<file path="src/rtl/ps2_host_tx.sv">
// ps2_host_tx: PS/2 host-to-device command transmitter with inhibit, request-to-send, ACK check and timeout.
module ps2_host_tx #(
    parameter int INHIBIT_CYCLES = 12000,
    parameter int RTS_CYCLES     = 16,
    parameter int TIMEOUT_CYCLES = 2000000
) (
    input  logic       clk,
    input  logic       rst,
    input  logic       ps2_clk_in,
    input  logic       ps2_data_in,
    output logic       ps2_clk_oe,
    output logic       ps2_data_oe,
    input  logic [7:0] tx_data,
    input  logic       tx_start,
    output logic       tx_busy,
    output logic       tx_done,
    output logic       tx_err
);
    localparam int HW = $clog2((INHIBIT_CYCLES > RTS_CYCLES ? INHIBIT_CYCLES : RTS_CYCLES) + 1);
    localparam int TW = $clog2(TIMEOUT_CYCLES + 1);

    typedef enum logic [2:0] {IDLE, INHIBIT, RTS, SEND, WAIT_ACK, WAIT_IDLE} state_t;

    state_t        state_q, state_d;
    logic [HW-1:0] hold_q, hold_d;
    logic [TW-1:0] to_q, to_d;
    logic [3:0]    bit_q, bit_d;
    logic [7:0]    byte_q, byte_d;
    logic          par_q, par_d;
    logic [1:0]    clk_s_q, clk_s_d, data_s_q, data_s_d;
    logic          clk_prev_q, clk_prev_d;
    logic          clk_oe_q, clk_oe_d, data_oe_q, data_oe_d;
    logic          busy_q, busy_d, done_q, done_d, err_q, err_d;
    logic          clk_sync, data_sync, fall;

    assign clk_sync  = clk_s_q[1];
    assign data_sync = data_s_q[1];
    assign fall      = clk_prev_q & ~clk_sync;

    always_comb begin
        state_d    = state_q;
        hold_d     = hold_q;
        to_d       = to_q;
        bit_d      = bit_q;
        byte_d     = byte_q;
        par_d      = par_q;
        clk_s_d    = {clk_s_q[0], ps2_clk_in};
        data_s_d   = {data_s_q[0], ps2_data_in};
        clk_prev_d = clk_sync;
        clk_oe_d   = clk_oe_q;
        data_oe_d  = data_oe_q;
        busy_d     = busy_q;
        done_d     = 1'b0;
        err_d      = 1'b0;
        case (state_q)
            IDLE: begin
                // A start coinciding with the previous frame's done/err pulse is dropped
                if (tx_start && !done_q && !err_q) begin
                    byte_d    = tx_data;
                    par_d     = ~^tx_data;
                    state_d   = INHIBIT;
                    hold_d    = '0;
                    clk_oe_d  = 1'b1;
                    data_oe_d = 1'b0;
                    busy_d    = 1'b1;
                end
            end
            INHIBIT: begin
                hold_d = hold_q + 1'b1;
                if (hold_q == HW'(INHIBIT_CYCLES - 1)) begin
                    state_d   = RTS;
                    hold_d    = '0;
                    data_oe_d = 1'b1;
                end
            end
            RTS: begin
                hold_d = hold_q + 1'b1;
                if (hold_q == HW'(RTS_CYCLES - 1)) begin
                    state_d  = SEND;
                    clk_oe_d = 1'b0;
                    bit_d    = '0;
                    to_d     = '0;
                end
            end
            SEND: begin
                to_d = to_q + 1'b1;
                if (fall) begin
                    bit_d     = bit_q + 1'b1;
                    data_oe_d = bit_q < 4'd8 ? ~byte_q[bit_q[2:0]] : bit_q == 4'd8 ? ~par_q : 1'b0;
                    state_d   = bit_q == 4'd9 ? WAIT_ACK : SEND;
                end
            end
            WAIT_ACK: begin
                to_d = to_q + 1'b1;
                if (fall) begin
                    state_d = data_sync ? IDLE : WAIT_IDLE;
                    err_d   = data_sync;
                    busy_d  = ~data_sync;
                end
            end
            WAIT_IDLE: begin
                to_d = to_q + 1'b1;
                if (clk_sync && data_sync) begin
                    state_d = IDLE;
                    done_d  = 1'b1;
                    busy_d  = 1'b0;
                end
            end
            default: state_d = IDLE;
        endcase
        // Timeout fires at the last count so the counter stops below TIMEOUT_CYCLES
        if ((state_q == SEND || state_q == WAIT_ACK || state_q == WAIT_IDLE) && to_q == TW'(TIMEOUT_CYCLES - 1)) begin
            state_d   = IDLE;
            clk_oe_d  = 1'b0;
            data_oe_d = 1'b0;
            busy_d    = 1'b0;
            done_d    = 1'b0;
            err_d     = 1'b1;
        end
    end

    always_ff @(posedge clk) begin
        if (rst) begin
            state_q    <= IDLE;
            hold_q     <= '0;
            to_q       <= '0;
            bit_q      <= '0;
            byte_q     <= '0;
            par_q      <= 1'b0;
            clk_s_q    <= 2'b11;
            data_s_q   <= 2'b11;
            clk_prev_q <= 1'b1;
            clk_oe_q   <= 1'b0;
            data_oe_q  <= 1'b0;
            busy_q     <= 1'b0;
            done_q     <= 1'b0;
            err_q      <= 1'b0;
        end else begin
            state_q    <= state_d;
            hold_q     <= hold_d;
            to_q       <= to_d;
            bit_q      <= bit_d;
            byte_q     <= byte_d;
            par_q      <= par_d;
            clk_s_q    <= clk_s_d;
            data_s_q   <= data_s_d;
            clk_prev_q <= clk_prev_d;
            clk_oe_q   <= clk_oe_d;
            data_oe_q  <= data_oe_d;
            busy_q     <= busy_d;
            done_q     <= done_d;
            err_q      <= err_d;
        end
    end

    assign ps2_clk_oe  = clk_oe_q;
    assign ps2_data_oe = data_oe_q;
    assign tx_busy     = busy_q;
    assign tx_done     = done_q;
    assign tx_err      = err_q;
endmodule

</file>
<file path="config.mk">
export PLATFORM = sky130hd
export DESIGN_NAME = ps2_host_tx
export DESIGN_NICKNAME = d
export VERILOG_FILES = /design/src/rtl/ps2_host_tx.sv
export SDC_FILE = /design/constraint.sdc
export NUM_CORES = 1
export LEC_CHECK = 0
export ABC_AREA = 1
export BUFFER_PORTS_ARGS = -buffer_cell sky130_fd_sc_hd__buf_4
export CORE_MARGIN = 2
export CORE_UTILIZATION = 25
export DETAILED_ROUTE_END_ITERATION = 10
export GPL_TIMING_DRIVEN = 0
export SYNTH_ARGS = -nofsm -noshare
export SYNTH_HDL_FRONTEND = slang
export SYNTH_SLANG_ARGS = --single-unit
</file>
<file path="constraint.sdc">
create_clock -name clk -period 4.8 [get_ports clk]
set_clock_uncertainty 0.2 [all_clocks]
set_input_delay 1.44 -clock clk [delete_from_list [all_inputs] [get_ports clk]]
set_output_delay 1.44 -clock clk [all_outputs]
set_load 0.005 [all_outputs]
</file>
* After elaboration in Yosys (flattened, before gate mapping) *
Cells that the tools add are included.

operators by class
  add/sub/neg operators = 3
  magnitude comparators = 2
  equality and inequality tests = 16
  multiplexer cells = 35
  bitwise gates (word level) = 6
  reduce and logical (&&, ||, !) cells = 27

operators with widths
  cell                                                                     count
  14-bit one-hot mux with 3 select lines                                   1
  21-bit one-hot mux with 2 select lines                                   1
  14-bit two-way mux                                                       2
  3-bit two-way mux                                                        8
  21-bit by 1-bit adder with 21-bit output (second input constant)         1
  21-bit equality test (second input constant)                             1
  21-bit two-way mux                                                       1
  3-bit one-hot mux with 6 select lines                                    1
  14-bit by 1-bit adder with 14-bit output (second input constant)         1
  14-bit equality test (second input constant)                             1
  14-bit by 4-bit equality test with 1-bit output (second input constant)  1
  1-bit two-way mux                                                        14
  2-bit != test (second input constant)                                    6
  3-bit nonzero test                                                       3
  4-bit equality test (second input constant)                              2
  4-bit two-way mux                                                        2
  4-bit one-hot mux with 2 select lines                                    1
  4-bit AND reduction                                                      2
  8-bit XNOR reduction                                                     1
  3-bit by 2-bit equality test with 1-bit output (second input constant)   2
  3-bit equality test (second input constant)                              2
  1-bit one-hot mux with 3 select lines                                    2
  2-bit AND reduction                                                      3
  3-bit AND reduction                                                      2
  other kinds (16)                                                         28

word-level totals
  flip-flop bits (word level) = 61

* Longest topological paths before layout *
Gate-level depths: netlist of the first run.

  depth after elaboration = 6
  mapped depth = 12

* Least setup slack after synthesis of the first run *
No wires, ideal clock.

  path kind = input -> register
  from = input tx_start
  to = register hold_q[13]
  data arrival time = 2.256 ns
  setup slack = 2.229 ns
  stages on the path = 11
  path buffers = 0
  cell sequence = inv_1 > nor2_1 > nand2_1 > nor2_8 > inv_2 > nand2_4 > nand3_2 > nand2_4 > inv_2 > nand2_1 > nor2_1

between the ends
  longest elaborated chain between the ends = 4

RTL lines
  item                            line  source
  from (decl)                     14    input logic tx_start,
  1-bit logical AND (2 in a row)  58    if (tx_start && !done_q && !err_q) begin
  2-bit != test (no line)         --
  2-bit AND reduction (no line)   --
  to (signal assigned)            140   hold_q <= hold_d;
  to (decl)                       25    logic [HW-1:0] hold_q, hold_d;

Every way passes these cells.
A chain may end at the register's enable or synchronous reset.

* Worst setup path after layout of the first run *
  from = input tx_start
  to = register hold_q[7]

The elaborated chain is that of the path after synthesis.

==> results of run 1 <==
cells by family after synthesis:
logic type	share of synthesized area, %
and+or+nand+nor	43.0
buffers and inverters	8.58
DFF	34.7
AOI/OAI and AO/OA	9.40
xor gates and xnor gates	2.49
adders and majority gates	1.78
worst max-delay path by stage:
stage | slack [ns] | end | cells past startpoint
global route | 2.02 | state_q[0] | 10
floorplan | 2.23 | hold_q[13] | 11
detailed placement | 1.78 | hold_q[7] | 12
finish | 2.21 | hold_q[7] | 12
global placement | 1.78 | hold_q[7] | 12
CTS | 2.13 | hold_q[7] | 12
where the power goes:
group          internal, mW  total (mW)  switching, mW  leakage [nW]
clock                 0.410       0.675          0.265         0.145
sequential            0.570       0.632         0.0624         0.496
combinational         0.235       0.672          0.436          1.05
routing by layer:
metal	track usage (%)	vias up
li1	-	1783
met2	19.2	54
met5	0	-
met3	3.49	6
met4	4.17	0
met1	15.9	1484
cells in the mapped netlist (all sizes together), types with 4 or more instances:
master / number
nor3: 15
a21oi: 34
o21ai: 16
clkbuf: 4
inv: 64
buf: 5
nand2: 149
ha: 5
xnor2: 6
dfxtp: 61
or2: 8
nor2: 95
xor2: 4
nand3: 53
nand4: 8
critical path, cell delays in order:
cell and delay, ns:
buf_4 0.07, inv_1 0.03, nor2_1 0.16, nand2_1 0.17
nor2_8 0.15, inv_2 0.06, nand2_4 0.11, nand3_2 0.10
nand2_4 0.14, inv_2 0.07, nand2_1 0.06, nor2_1 0.04
cell usage in the layout, fill, tap and decap left out, drive strengths merged, types with 3 or more instances in the layout:
cell type	n
xnor2	6
nand3	53
nor3	15
buf	22
o211ai	3
inv	67
ha	5
nand2	149
o21ai	16
or2	8
a21oi	34
nor2	95
dfxtp	61
nand4	8
clkbuf	13
xor2	4
flip-flops by register name (all words and copies together), names as in the netlist, 2 cells and up:
signal and cells:
hold_q 14, clk_s_q 2, bit_q 4, to_q 21
byte_q 8, data_s_q 2, state_q 3
area by class of cell:
class	instances	area share (%)
timing repair buffer	17	3.06
clock buffer	9	5.39
tap	180	5.39
inverter	64	5.81
sequential	61	29.2
buffer	9	1.41
multi-input combinational	406	47.7
clock inverter	7	1.98
==> flow_summary.toml, run 1 <==
[drt]
drt-met1-wl_um = 4130
wl_met2_um = 3710
num_vias = 3327
detail_route.drc_violations = 0
wire_per_inst_um = 11.0
ant_nets = 0
dr_wl_met3_um = 371
first_pass_iters = 4
vias_per_cell = 4.42
drt-initial-drc-count = 198
top_layer = "met4"
wl_um = 8310

[global_route]
antenna_found_initial = 0
grt_util_all_layers_pct = 12.2
grt_pass1_wl_um = 14500
grt_pass1_vias = 3116
grt_max_degree = 14
overflow = 0

[placed_design]
pre_cts_slack_ns = 1.78
place_inst = 737
routabilityCongestion = 0.916
dp_hpwl_um = 6290
portBuffers = 17
placed_area_sq_mm = 0.00387

[worst_setup_path]
crit_type = "in -> reg"
rr_startpoint = "to_q[0]"
crit_fanout = 10
ff2ff_setup_slack_ns = 2.57
cp-startpoint = "tx_start"
start_kind = "input port"
critical_path_required_ns = 4.83
r2r_cells = 8
r2r_end = "tx_done"
arrival_ns = 2.62
cp-end-kind = "register"

[clock_tree]
cts-resized-gates = 0
cts_setup_buffers = 0
path_clk_slew_ns = 0.06
clk_path_buf_depth = 2
cts_hold_buf = 0
cts_tree = "done"
clk_latency_ns = 0.34
htree_levels = 3
clockRootBuffer = "clkbuf_16"
cts_buffers = 9
cts.sinks = 61

[pwr]
powerDensity_mw_per_mm2 = 474
power_mw = 1.98
p_leak_nw = 1.69
peakVddDrop_mv = 0.246

[timing]
clock.fmax_mhz = 386
final-hold-violation-count = 0
fin_hold_ws_ns = 0.212
fin_ws_ns = 2.21
final.setup.tns_ns = 0
fin_crit_sh_pct = 53.9
rsz0062_at_grt = "no"
setup_viol = 0
max_slew_margin_pct = 67.6
tightest_slew_ns = 0.486
final.min_clock_period_ns = 2.59
drv_slew = 0

[worst_hold_path]
holdPathStages = 1
hold_path_class = "reg -> reg"
worstHoldEndpoint = "clk_s_q[1]"
hold_start = "clk_s_q[0]"

[yosys]
synth_cells = 540
synth_warnings = 0
synth_fp_nets = 558
async_flop_share_pct = 0
synth_seq_cells = 61
seq_area_frac_synth_pct = 34.7
synthTopCellsByArea = "dfxtp_1 (35%), nand2_1 (15%), nor2_1 (9.4%), nand3_1 (7.1%), inv_1 (5.6%)"
synth_top_area_share_pct = 34.7
ys.flop_type = "dfxtp_1"
ys_types = 40
syn-cell-area_sq_mm = 0.00351
synth.avg_cell_area_sq_um = 6.51
yosys.area.top_type = "dfxtp_1"
synth-edff-count = 0

[floorplanning]
die_x_um = 123
start_util_pct = 25.4
rows = 43
fp.dieH_um = 123
coreArea_sq_mm = 0.0138
num_io_pins = 18
die-area_sq_mm = 0.0150

[cells_and_area]
final_area_sq_mm = 0.00418
synthToLayoutAreaGrowth_pct = 18.8
utilization_pct = 30.2
multi_input_area_sq_mm = 0.00199
antenna_cells = 0
register_area_sq_mm = 0.00122
layout-drive-gt1-share_pct = 14.3
fillCellCount = 1533
layoutNonFillerInstCount = 753
final_nets = 586

[run]
max_cap_violations = 0

[run_status]
status = "completed"
(Power assumes the default switching activity.)
==> run 2: changes to the inputs <==
Clock period 4.8 ns to 2.3 ns, I/O delays scaled along.
==> run 2 against run 1 <==
  * Via count unchanged
  * Wire length unchanged
  * Hold slack unchanged
  * Clock-buffer cell count unchanged
  * Sequential share of layout area about the same
  * Core utilization about the same
  * Die area unchanged
  * Global-route usage unchanged
  * Flip-flop and latch count unchanged
  * Critical endpoint is now tx_done
  * Largest power group unchanged
  * Highest routed layer unchanged
==> flow_summary.toml, run 2 (synthesized netlist as in run 1, its figures left out) <==
[run_status]
status = "completed"

[worst_setup_path]
crit_fanout = 8
crit_type = "reg -> reg"
arrival_ns = 2.12
r2r_end = "tx_done"
start_kind = "register"
ff2ff_setup_slack_ns = 0.20
cp-end-kind = "register"
critical_path_required_ns = 2.32
rr_startpoint = "to_q[0]"
r2r_cells = 8

[global_route]
overflow = 0
grt_util_all_layers_pct = 12.2
grt_pass1_vias = 3116
grt_pass1_wl_um = 14500
grt_max_degree = 14
antenna_found_initial = 0

[cells_and_area]
utilization_pct = 30.2
largest_reg_flops = 21
top_register = "to_q"
final_nets = 586
layout-drive-gt1-share_pct = 14.5
final_area_sq_mm = 0.00418
layout_commonest_cell = "nand2_1"
reg.largest.list = "to_q: 21 flops, hold_q: 14 flops, byte_q: 8 flops"
layoutNonFillerInstCount = 753
antenna_cells = 0
layout_common_cells = "nand2_1 (139), nor2_1 (88), dfxtp_1 (60)"
synthToLayoutAreaGrowth_pct = 18.8

[drt]
wl_met2_um = 3710
top_layer = "met4"
first_pass_iters = 4
detail_route.drc_violations = 0
vias_per_cell = 4.42
ant_nets = 0
num_vias = 3327
drt-initial-drc-count = 198
dr_wl_met3_um = 371
wl_um = 8310
wire_per_inst_um = 11.0
drt-met1-wl_um = 4130

[floorplanning]
die_x_um = 123
start_util_pct = 25.4
fp.dieH_um = 123
coreArea_sq_mm = 0.0138
die-area_sq_mm = 0.0150
rows = 43
num_io_pins = 18

[clock_tree]
cts_buffers = 9
clk_path_buf_depth = 2
clk_latency_ns = 0.34
cts_hold_buf = 0
cts_setup_buffers = 0
cts-resized-gates = 0
clockRootBuffer = "clkbuf_16"
cts_tree = "done"
htree_levels = 3
cts.sinks = 61
path_clk_slew_ns = 0.06

[timing]
drv_slew = 0
final.setup.tns_ns = 0
final.min_clock_period_ns = 2.10
rsz0062_at_grt = "no"
fin_crit_sh_pct = 91.1
tightest_slew_ns = 0.486
setup_viol = 0
max_slew_margin_pct = 67.6
final-hold-violation-count = 0
clock.fmax_mhz = 477

[pwr]
powerDensity_mw_per_mm2 = 989
p_leak_nw = 1.69
peakVddDrop_mv = 0.514

[worst_hold_path]
hold_start = "clk_s_q[0]"
worstHoldEndpoint = "clk_s_q[1]"
hold_path_class = "reg -> reg"
holdPathStages = 1

[placed_design]
portBuffers = 17
dp_hpwl_um = 6290
place_inst = 737
routabilityCongestion = 0.916
placed_area_sq_mm = 0.00387

[run]
max_cap_violations = 0
## run 2: final cells by class
type / instances / area (sq um)
fill: 1532 / 9650
multi-input combinational: 406 / 1990
sequential: 61 / 1220
inverter: 64 / 243
clock buffer: 9 / 225
tap: 180 / 225
timing repair buffer: 17 / 128
clock inverter: 7 / 82.6
buffer: 9 / 58.8
## run 2: how the worst max path moves through the flow
stage | start | cells past startpoint | to
CTS | to_q[0] | 8 | tx_done
global placement | tx_start | 12 | hold_q[7]
finish | to_q[0] | 8 | tx_done
detailed placement | tx_start | 12 | hold_q[7]
floorplan | tx_start | 11 | hold_q[13]
global route | to_q[0] | 8 | tx_done
## run 2: power by group
| group | switching [mW] | leakage (nW) | internal, mW |
|---|---|---|---|
| registers | 0.130 | 0.497 | 1.19 |
| logic | 0.910 | 1.05 | 0.491 |
| clock network | 0.554 | 0.145 | 0.855 |
## run 2: per-layer routing
layer / GRT usage [%] / up-vias
met3: 3.49 / 6
li1: - / 1783
met4: 4.17 / 0
met2: 19.2 / 54
met5: 0 / -
met1: 15.9 / 1484
## run 2: per-stage QoR
stage / power, mW / hold slack (ns) / worst slack [ns]
final: 4.13 / 0.212 / 0.204
after global routing: 4.41 / 0.225 / 0.0504
after CTS: 4.18 / 0.214 / 0.0725
after detailed placement: 2.75 / 0.199 / 0.0288
after global placement: 2.74 / 0.197 / 0.0300
after floorplan: 2.41 / 0.189 / 0.479
## run 2: critical path: stages, from the launching register on
cell,delay [ns]
dfxtp_2,0.43
ha_1,0.29
nand3_1,0.15
nor2_1,0.28
nand3_1,0.13
nor2_1,0.20
nor2_2,0.10
inv_1,0.13
nor3_2,0.07
